File: src/rtl/axi4_master_bridge.sv
// Single-outstanding AXI4 initiator: turns a core request/response port into
// single-beat AXI4 reads and writes. All bus-facing outputs come from registers.
module axi4_master_bridge #(
  parameter logic [3:0] ID = 4'h0
) (
  input  logic        clock,
  input  logic        rst_n,
  input  logic        req_valid,
  output logic        req_ready,
  input  logic        req_we,
  input  logic [31:0] req_addr,
  input  logic [2:0]  req_size,
  input  logic [63:0] req_wdata,
  input  logic [7:0]  req_wstrb,
  output logic        resp_valid,
  output logic [63:0] resp_rdata,
  output logic        resp_err,
  input  logic        io_master_awready,
  output logic        io_master_awvalid,
  output logic [31:0] io_master_awaddr,
  output logic [3:0]  io_master_awid,
  output logic [7:0]  io_master_awlen,
  output logic [2:0]  io_master_awsize,
  output logic [1:0]  io_master_awburst,
  input  logic        io_master_wready,
  output logic        io_master_wvalid,
  output logic [63:0] io_master_wdata,
  output logic [7:0]  io_master_wstrb,
  output logic        io_master_wlast,
  output logic        io_master_bready,
  input  logic        io_master_bvalid,
  input  logic [1:0]  io_master_bresp,
  input  logic [3:0]  io_master_bid,
  input  logic        io_master_arready,
  output logic        io_master_arvalid,
  output logic [31:0] io_master_araddr,
  output logic [3:0]  io_master_arid,
  output logic [7:0]  io_master_arlen,
  output logic [2:0]  io_master_arsize,
  output logic [1:0]  io_master_arburst,
  output logic        io_master_rready,
  input  logic        io_master_rvalid,
  input  logic [1:0]  io_master_rresp,
  input  logic [63:0] io_master_rdata,
  input  logic        io_master_rlast,
  input  logic [3:0]  io_master_rid,
  output logic [2:0]  dbg_state
);

  // Handshake rule on every channel: a transfer happens on the rising edge
  // where valid and ready are both high; a raised valid holds with a stable
  // payload until that edge, and ready may be raised independently of valid.

  typedef enum logic [2:0] {
    S_IDLE = 3'd0,
    S_AR   = 3'd1,
    S_R    = 3'd2,
    S_WR   = 3'd3,
    S_B    = 3'd4
  } state_t;

  state_t      state_q, state_d;
  logic        arvalid_q, arvalid_d;
  logic        rready_q, rready_d;
  logic        awvalid_q, awvalid_d;
  logic        wvalid_q, wvalid_d;
  logic        bready_q, bready_d;
  logic        aw_done_q, aw_done_d;
  logic        w_done_q, w_done_d;
  logic        resp_valid_q, resp_valid_d;
  logic        resp_err_q, resp_err_d;
  logic [63:0] rdata_q, rdata_d;
  logic [31:0] addr_q, addr_d;
  logic [2:0]  size_q, size_d;
  logic [63:0] wdata_q, wdata_d;
  logic [7:0]  wstrb_q, wstrb_d;
  logic        aw_hs, w_hs;
  logic        unused_resp_lsb;

  assign aw_hs = awvalid_q & io_master_awready;
  assign w_hs  = wvalid_q & io_master_wready;
  assign unused_resp_lsb = ^{io_master_rresp[0], io_master_bresp[0]};

  always_comb begin
    state_d      = state_q;
    arvalid_d    = arvalid_q;
    rready_d     = rready_q;
    awvalid_d    = awvalid_q;
    wvalid_d     = wvalid_q;
    bready_d     = bready_q;
    aw_done_d    = aw_done_q;
    w_done_d     = w_done_q;
    resp_valid_d = 1'b0;
    resp_err_d   = resp_err_q;
    rdata_d      = rdata_q;
    addr_d       = addr_q;
    size_d       = size_q;
    wdata_d      = wdata_q;
    wstrb_d      = wstrb_q;
    case (state_q)
      S_IDLE: begin
        if (req_valid) begin
          addr_d  = req_addr;
          size_d  = req_size;
          wdata_d = req_wdata;
          wstrb_d = req_wstrb;
          if (req_we) begin
            state_d   = S_WR;
            awvalid_d = 1'b1;
            wvalid_d  = 1'b1;
            aw_done_d = 1'b0;
            w_done_d  = 1'b0;
          end else begin
            state_d   = S_AR;
            arvalid_d = 1'b1;
          end
        end
      end
      S_AR: begin
        if (io_master_arready) begin
          arvalid_d = 1'b0;
          rready_d  = 1'b1;
          state_d   = S_R;
        end
      end
      S_R: begin
        if (io_master_rvalid) begin
          rready_d     = 1'b0;
          rdata_d      = io_master_rdata;
          resp_valid_d = 1'b1;
          resp_err_d   = io_master_rresp[1] | ~io_master_rlast | (io_master_rid != ID);
          state_d      = S_IDLE;
        end
      end
      S_WR: begin
        // AW and W complete independently; B waits for both.
        aw_done_d = aw_done_q | aw_hs;
        w_done_d  = w_done_q | w_hs;
        if (aw_hs) awvalid_d = 1'b0;
        if (w_hs)  wvalid_d  = 1'b0;
        if (aw_done_d && w_done_d) begin
          bready_d = 1'b1;
          state_d  = S_B;
        end
      end
      S_B: begin
        if (io_master_bvalid) begin
          bready_d     = 1'b0;
          resp_valid_d = 1'b1;
          resp_err_d   = io_master_bresp[1] | (io_master_bid != ID);
          state_d      = S_IDLE;
        end
      end
      default: state_d = S_IDLE;
    endcase
  end

  always_ff @(posedge clock or negedge rst_n) begin
    if (!rst_n) begin
      state_q      <= S_IDLE;
      arvalid_q    <= 1'b0;
      rready_q     <= 1'b0;
      awvalid_q    <= 1'b0;
      wvalid_q     <= 1'b0;
      bready_q     <= 1'b0;
      aw_done_q    <= 1'b0;
      w_done_q     <= 1'b0;
      resp_valid_q <= 1'b0;
      resp_err_q   <= 1'b0;
      rdata_q      <= '0;
      addr_q       <= '0;
      size_q       <= '0;
      wdata_q      <= '0;
      wstrb_q      <= '0;
    end else begin
      state_q      <= state_d;
      arvalid_q    <= arvalid_d;
      rready_q     <= rready_d;
      awvalid_q    <= awvalid_d;
      wvalid_q     <= wvalid_d;
      bready_q     <= bready_d;
      aw_done_q    <= aw_done_d;
      w_done_q     <= w_done_d;
      resp_valid_q <= resp_valid_d;
      resp_err_q   <= resp_err_d;
      rdata_q      <= rdata_d;
      addr_q       <= addr_d;
      size_q       <= size_d;
      wdata_q      <= wdata_d;
      wstrb_q      <= wstrb_d;
    end
  end

  assign req_ready         = (state_q == S_IDLE);
  assign dbg_state         = state_q;
  assign resp_valid        = resp_valid_q;
  assign resp_rdata        = rdata_q;
  assign resp_err          = resp_err_q;

  assign io_master_awvalid = awvalid_q;
  assign io_master_awaddr  = addr_q;
  assign io_master_awid    = ID;
  assign io_master_awlen   = 8'd0;
  assign io_master_awsize  = size_q;
  assign io_master_awburst = 2'b01;
  assign io_master_wvalid  = wvalid_q;
  assign io_master_wdata   = wdata_q;
  assign io_master_wstrb   = wstrb_q;
  assign io_master_wlast   = 1'b1;
  assign io_master_bready  = bready_q;
  assign io_master_arvalid = arvalid_q;
  assign io_master_araddr  = addr_q;
  assign io_master_arid    = ID;
  assign io_master_arlen   = 8'd0;
  assign io_master_arsize  = size_q;
  assign io_master_arburst = 2'b01;
  assign io_master_rready  = rready_q;

endmodule

File: config.mk
export PLATFORM = sky130hd
export DESIGN_NAME = axi4_master_bridge
export DESIGN_NICKNAME = d
export VERILOG_FILES = /design/src/rtl/axi4_master_bridge.sv
export SDC_FILE = /design/constraint.sdc
export NUM_CORES = 1
export LEC_CHECK = 0
export ABC_CLOCK_PERIOD_IN_PS = 1400
export BUFFER_PORTS_ARGS = -buffer_cell sky130_fd_sc_hd__buf_4
export CAP_MARGIN = 20
export CORE_AREA = 2 2 173 175
export CTS_BUF_LIST = sky130_fd_sc_hd__clkbuf_16
export CTS_CLUSTER_SIZE = 20
export DETAILED_ROUTE_END_ITERATION = 16
export DIE_AREA = 0 0 175 177
export SYNTH_ARGS = -nofsm -noshare
export SYNTH_HDL_FRONTEND = slang
export SYNTH_SLANG_ARGS = --single-unit
File: constraint.sdc
create_clock -name clock -period 1.4 [get_ports clock]
set_clock_uncertainty 0.05 [all_clocks]
set_input_delay 0.42 -clock clock [delete_from_list [all_inputs] [get_ports clock]]
set_output_delay 0.42 -clock clock [all_outputs]
set_load 0.02 [all_outputs]
[Word level (Yosys, flattened, before mapping)]
Cells that the tools add are included.
Word-level totals
  register bits: 183
  input bits: 193
  word-level logic and storage cells: 88
Cells by class
  eq/ne operators: 13
  mux-type cells: 33
  bitwise gates (word level): 8
  reduce and logical (&&, ||, !) cells: 19
Operators with widths (number)
  1-bit case mux with 2 select lines: 9
  1-bit 2-to-1 mux: 17
  2-bit != test, second input constant: 8
  3-bit 2-to-1 mux: 5
  3-bit case mux with 5 select lines: 1
  3-bit AND reduction: 4
  4-bit AND reduction: 3
  2-bit nonzero test: 5
  4-bit nonzero test: 2
  3-bit by 2-bit equality test with 1-bit output, second input constant: 2
  1-bit OR: 5
  5-bit AND reduction: 1
  2-bit AND reduction: 2
  3-bit by 1-bit equality test with 1-bit output, second input constant: 1
  3-bit equality test, second input constant: 1
  3-bit logical NOT: 1
  1-bit AND: 2
  2-bit 2-to-1 mux: 1
  2-bit by 1-bit != test with 1-bit output, second input constant: 1
  1-bit logical AND: 1
  1-bit inverter: 1

[Longest topological paths before layout]
  word-level depth: 5
  mapped depth: 6

[Worst setup path before layout]
Ideal clock, no wire load.
  kind: flip-flop to flip-flop
  from: register state_q[2], in the netlist dbg_state[2]
  to: register addr_q[25], in the netlist io_master_araddr[25]
  setup time: 127 ps
  arrival: 1484 ps
  data required time: 1223 ps
  path slack: -262 ps
  stages on the path, launching flop included: 6
  clock period less this slack: 1662 ps
  path through: dfrtp_1 buf_4 nor3_4 buf_6 buf_6 mux2_1
Between the ends
  word-level cells in the longest chain between the ends: 2
RTL lines
  from (decl): line 62  | state_t state_q, state_d;
  from (signal assigned): line 176  | state_q <= state_d;
  3-bit logical NOT: line 100  | case (state_q)
  2-bit AND reduction (no source line)
  to (signal assigned): line 187  | addr_q <= addr_d;
  to (decl): line 73  | logic [31:0] addr_q, addr_d;
No other way between the ends.
A chain may end at the register's enable or synchronous reset.

[Worst setup path after layout]
  from: register state_q[2], in the netlist dbg_state[2]
  to: register rdata_q[57], in the netlist resp_rdata[57]
Between the ends
  word-level cells in the longest chain between the ends: 2
RTL lines
  3-bit by 2-bit equality test with 1-bit output: line 100
  2-bit AND reduction (no source line)
  to (signal assigned): line 186  | rdata_q <= rdata_d;
  to (decl): line 72  | logic [63:0] rdata_q, rdata_d;
No other way between the ends.

==> results.py <==
metrics = {
    "setup_path": {
        "arrival_ns": 2.09,
        "critPathBufInv": 6,
        "crit_path_start_kind": "flip-flop",
        "worstPathRequired_ns": 1.71,
        "crit_path_cell_trace": "buf_6, buf_6, buf_6, and4bb_4, buf_12, buf_12, buf_12, nand2_2, nand2_1",
        "r2r_start": "dbg_state[2]",
        "cpPeakStageDelay_ns": 0.42,
        "worstSetupPathType": "reg -> reg",
        "worstSetupEndpointType": "flip-flop",
        "path_max_fanout": 7,
        "cp-startpoint": "dbg_state[2]",
        "critical_path.top_delay_family": "buffers and inverters",
        "slowest_stage": "dfrtp_2",
    },
    "global_route": {
        "grt_use_met2_pct": 27.36,
        "overflow": 0,
        "use_met3_pct": 4.747,
        "grt-busiest-layer": "met2",
        "grtUsageMet1_pct": 20.02,
        "grt_first_pass_wirelength_mm": 38.26,
        "grt_pass1_vias": 6673,
        "antenna_found_initial": 0,
        "grt_max_degree": 52,
        "grt_usage_pct": 16.13,
    },
    "worst_hold_path": {
        "hold_path.class": "in -> reg",
        "min_from": "io_master_rdata[8]",
    },
    "detailed_routing": {
        "num_vias": 6682,
        "ant_nets": 0,
        "drtPass1Iterations": 4,
        "wirelength_mm": 27.61,
        "viasPerCell": 4.234,
        "avgRoutedWirePerCell_um": 17.50,
        "drt_iter0_drc": 237,
        "drc": 0,
    },
    "final_layout": {
        "nets": 1368,
        "insertedDiodeCount": 0,
        "n_fill_cell": 2483,
        "area_delta_synth_final_pct": 98.66,
        "drive_gt1_share_pct": 72.64,
    },
    "run_status": {
        "outcome": "complete, but fails checks",
        "violations": "setup timing",
    },
    "synthesis": {
        "yosys-top-cells-area": "dfrtp_1, mux2_1, nand2_1",
        "synth.top_cells.by_count": "nand2_1, dfrtp_1, mux2_1, buf_4, mux2_2",
        "synth_area_sq_um": 7576,
        "synth-edff-count": 0,
        "ys_ff_latch": 183,
        "post-synth-top-area-fraction_pct": 60.45,
        "postSynthCellCount": 623,
        "syn_area_per_cell_sq_um": 12.16,
        "ys_types": 32,
        "ys_seq_area_share_pct": 60.45,
        "yosys_warnings": 0,
        "yosysTopAreaCell": "dfrtp_1",
        "synthArstFlopShare_pct": 100.0,
        "synth_ff_type": "dfrtp_1",
        "yosysMostFrequentCell": "nand2_1",
    },
    "sta": {
        "rsz0062_at_grt": "yes",
        "layout_setup_ws_ns": -0.3817,
        "setup_viol": 397,
        "post-route-period-util_pct": 127.3,
        "fin_crit_ns": 1.782,
        "fmax_mhz": 561.3,
        "finalHoldViolations": 0,
        "report.final.slew_viol_count": 0,
    },
    "floorplanning": {
        "initial_utilization_pct": 25.91,
        "core_sq_um": 29240,
        "die_area_sq_um": 30980,
        "fp.dieW_um": 175,
        "ioPinCount": 439,
        "dieHeight_um": 177,
        "rows": 63,
    },
    "clocking": {
        "clock_path_buffers": 2,
        "cts_tree": "yes",
        "htree_levels": 4,
        "numCtsBuffers": 17,
        "clkLatencyLatePin_ns": 0.43,
        "clk_pin_slew_ns": 0.08,
        "cts_sinks": 183,
        "cts-root-buf": "clkbuf_16",
    },
    "job": {
        "cap_violations": 0,
    },
    "pwr": {
        "p_leak_nw": 7.719,
        "ir_drop_mv": 1.195,
        "finalPower_mw": 38.68,
        "p_per_area_nw_per_um2": 2570,
    },
    "placement": {
        "placement.io_buffers": 407,
        "hpwl_mm": 17.08,
        "gp_congestion": 0.7459,
        "dp_slack_ns": -0.3016,
    },
}
==> final timing paths <==
check,to,slack (ns),cells past startpoint
max,resp_rdata[57],-0.38,9
min,resp_rdata[8],0.13,3
max reg2reg,resp_rdata[57],-0.38,9
min reg2reg,resp_rdata[49],0.46,2
max in group asynchronous,io_master_arsize[2],0.33,3
min in group asynchronous,io_master_wstrb[4],0.38,2
==> layout make-up <==
cell class	instances	area, sq um	area share, %
clock inverters	15	138.9	0.9228
clock buffers	17	425.4	2.826
repair buffers	599	6097	40.51
flip-flops and latches	183	4587	30.48
multi-input cells	372	3307	21.97
inverters	2	7.507	0.04988
well taps	390	488.0	3.242
==> report_power, final <==
group	leakage [nW]	switching, mW	internal, mW	total [mW]
clock network	0.273	2.21	2.61	4.82
registers	2.20	2.28	7.95	10.2
logic	5.25	9.93	13.7	23.6
==> flip-flops by register name, summed over array words and instances (netlist names) <==
| name | count |
|---|---|
| resp_valid | 1 |
| io_master_rready | 1 |
| dbg_state | 3 |
| resp_rdata | 64 |
| io_master_wstrb | 8 |
| aw_done_q | 1 |
| io_master_arvalid | 1 |
| io_master_awvalid | 1 |
| io_master_bready | 1 |
| w_done_q | 1 |
| resp_err | 1 |
| io_master_arsize | 3 |
| io_master_wvalid | 1 |
| io_master_wdata | 64 |
| io_master_araddr | 32 |
==> logic make-up after synthesis <==
logic type,Yosys count,share of synthesized area [%]
AOI/OAI and AO/OA,23,1.982
buffers and inverters,95,10.06
DFF,183,60.45
muxes,107,15.90
other,2,0.09913
and+or+nand+nor,213,11.51
==> worst reg2reg max path, stage by stage, from the launching register on <==
cell and delay [ns]:
dfrtp_2 0.42, buf_6 0.13, buf_6 0.11, buf_6 0.11
and4bb_4 0.37, buf_12 0.15, buf_12 0.12, buf_12 0.14
nand2_2 0.06, nand2_1 0.06
==> stage by stage <==
stage | utilization (%) | instance area [sq um] | TNS [ns] | std cells | hold WS (ns)
2_1_floorplan | - | 7756 | -22.24 | 650 | 0.07441
3_3_place_gp | 37.68 | 11020 | -29.53 | 1396 | 0.2846
3_5_place_dp | 37.68 | 11020 | -30.71 | 1396 | 0.2876
4_1_cts | 47.57 | 13910 | -65.58 | 1505 | 0.1001
5_1_grt | 51.47 | 15050 | -79.58 | 1578 | 0.1064
6_report | 51.47 | 15050 | -60.55 | 1578 | 0.1327
==> routing by layer <==
metal | vias up | part of all wire [%]
li1 | 3047 | -
met2 | 270 | 51
met1 | 3346 | 41
met3 | 19 | 6.5
met5 | - | 0
met4 | 0 | 1.2
==> cell usage in the layout (no fill, tap or decap), types with 6 or more instances in the layout <==
master,instances
clkbuf_16,22
a21oi_1,6
buf_12,19
dfrtp_2,6
nand2_1,86
nand2_2,74
nand2_4,37
conb_1,29
mux2_4,107
buf_4,308
buf_8,16
dfrtp_1,177
buf_16,13
buf_6,236
==> what timing repair did <==
item / in CTS / in global routing
hold buffers: 1 / 0
hold endpoints to repair: 23 / 0
buffers inserted: 68 / 77
gates cloned: 14 / 6
pin swaps: 86 / 65
setup endpoints to repair: 396 / 399
resized for setup: 402 / 162
Power figures use the tool's default switching activity.
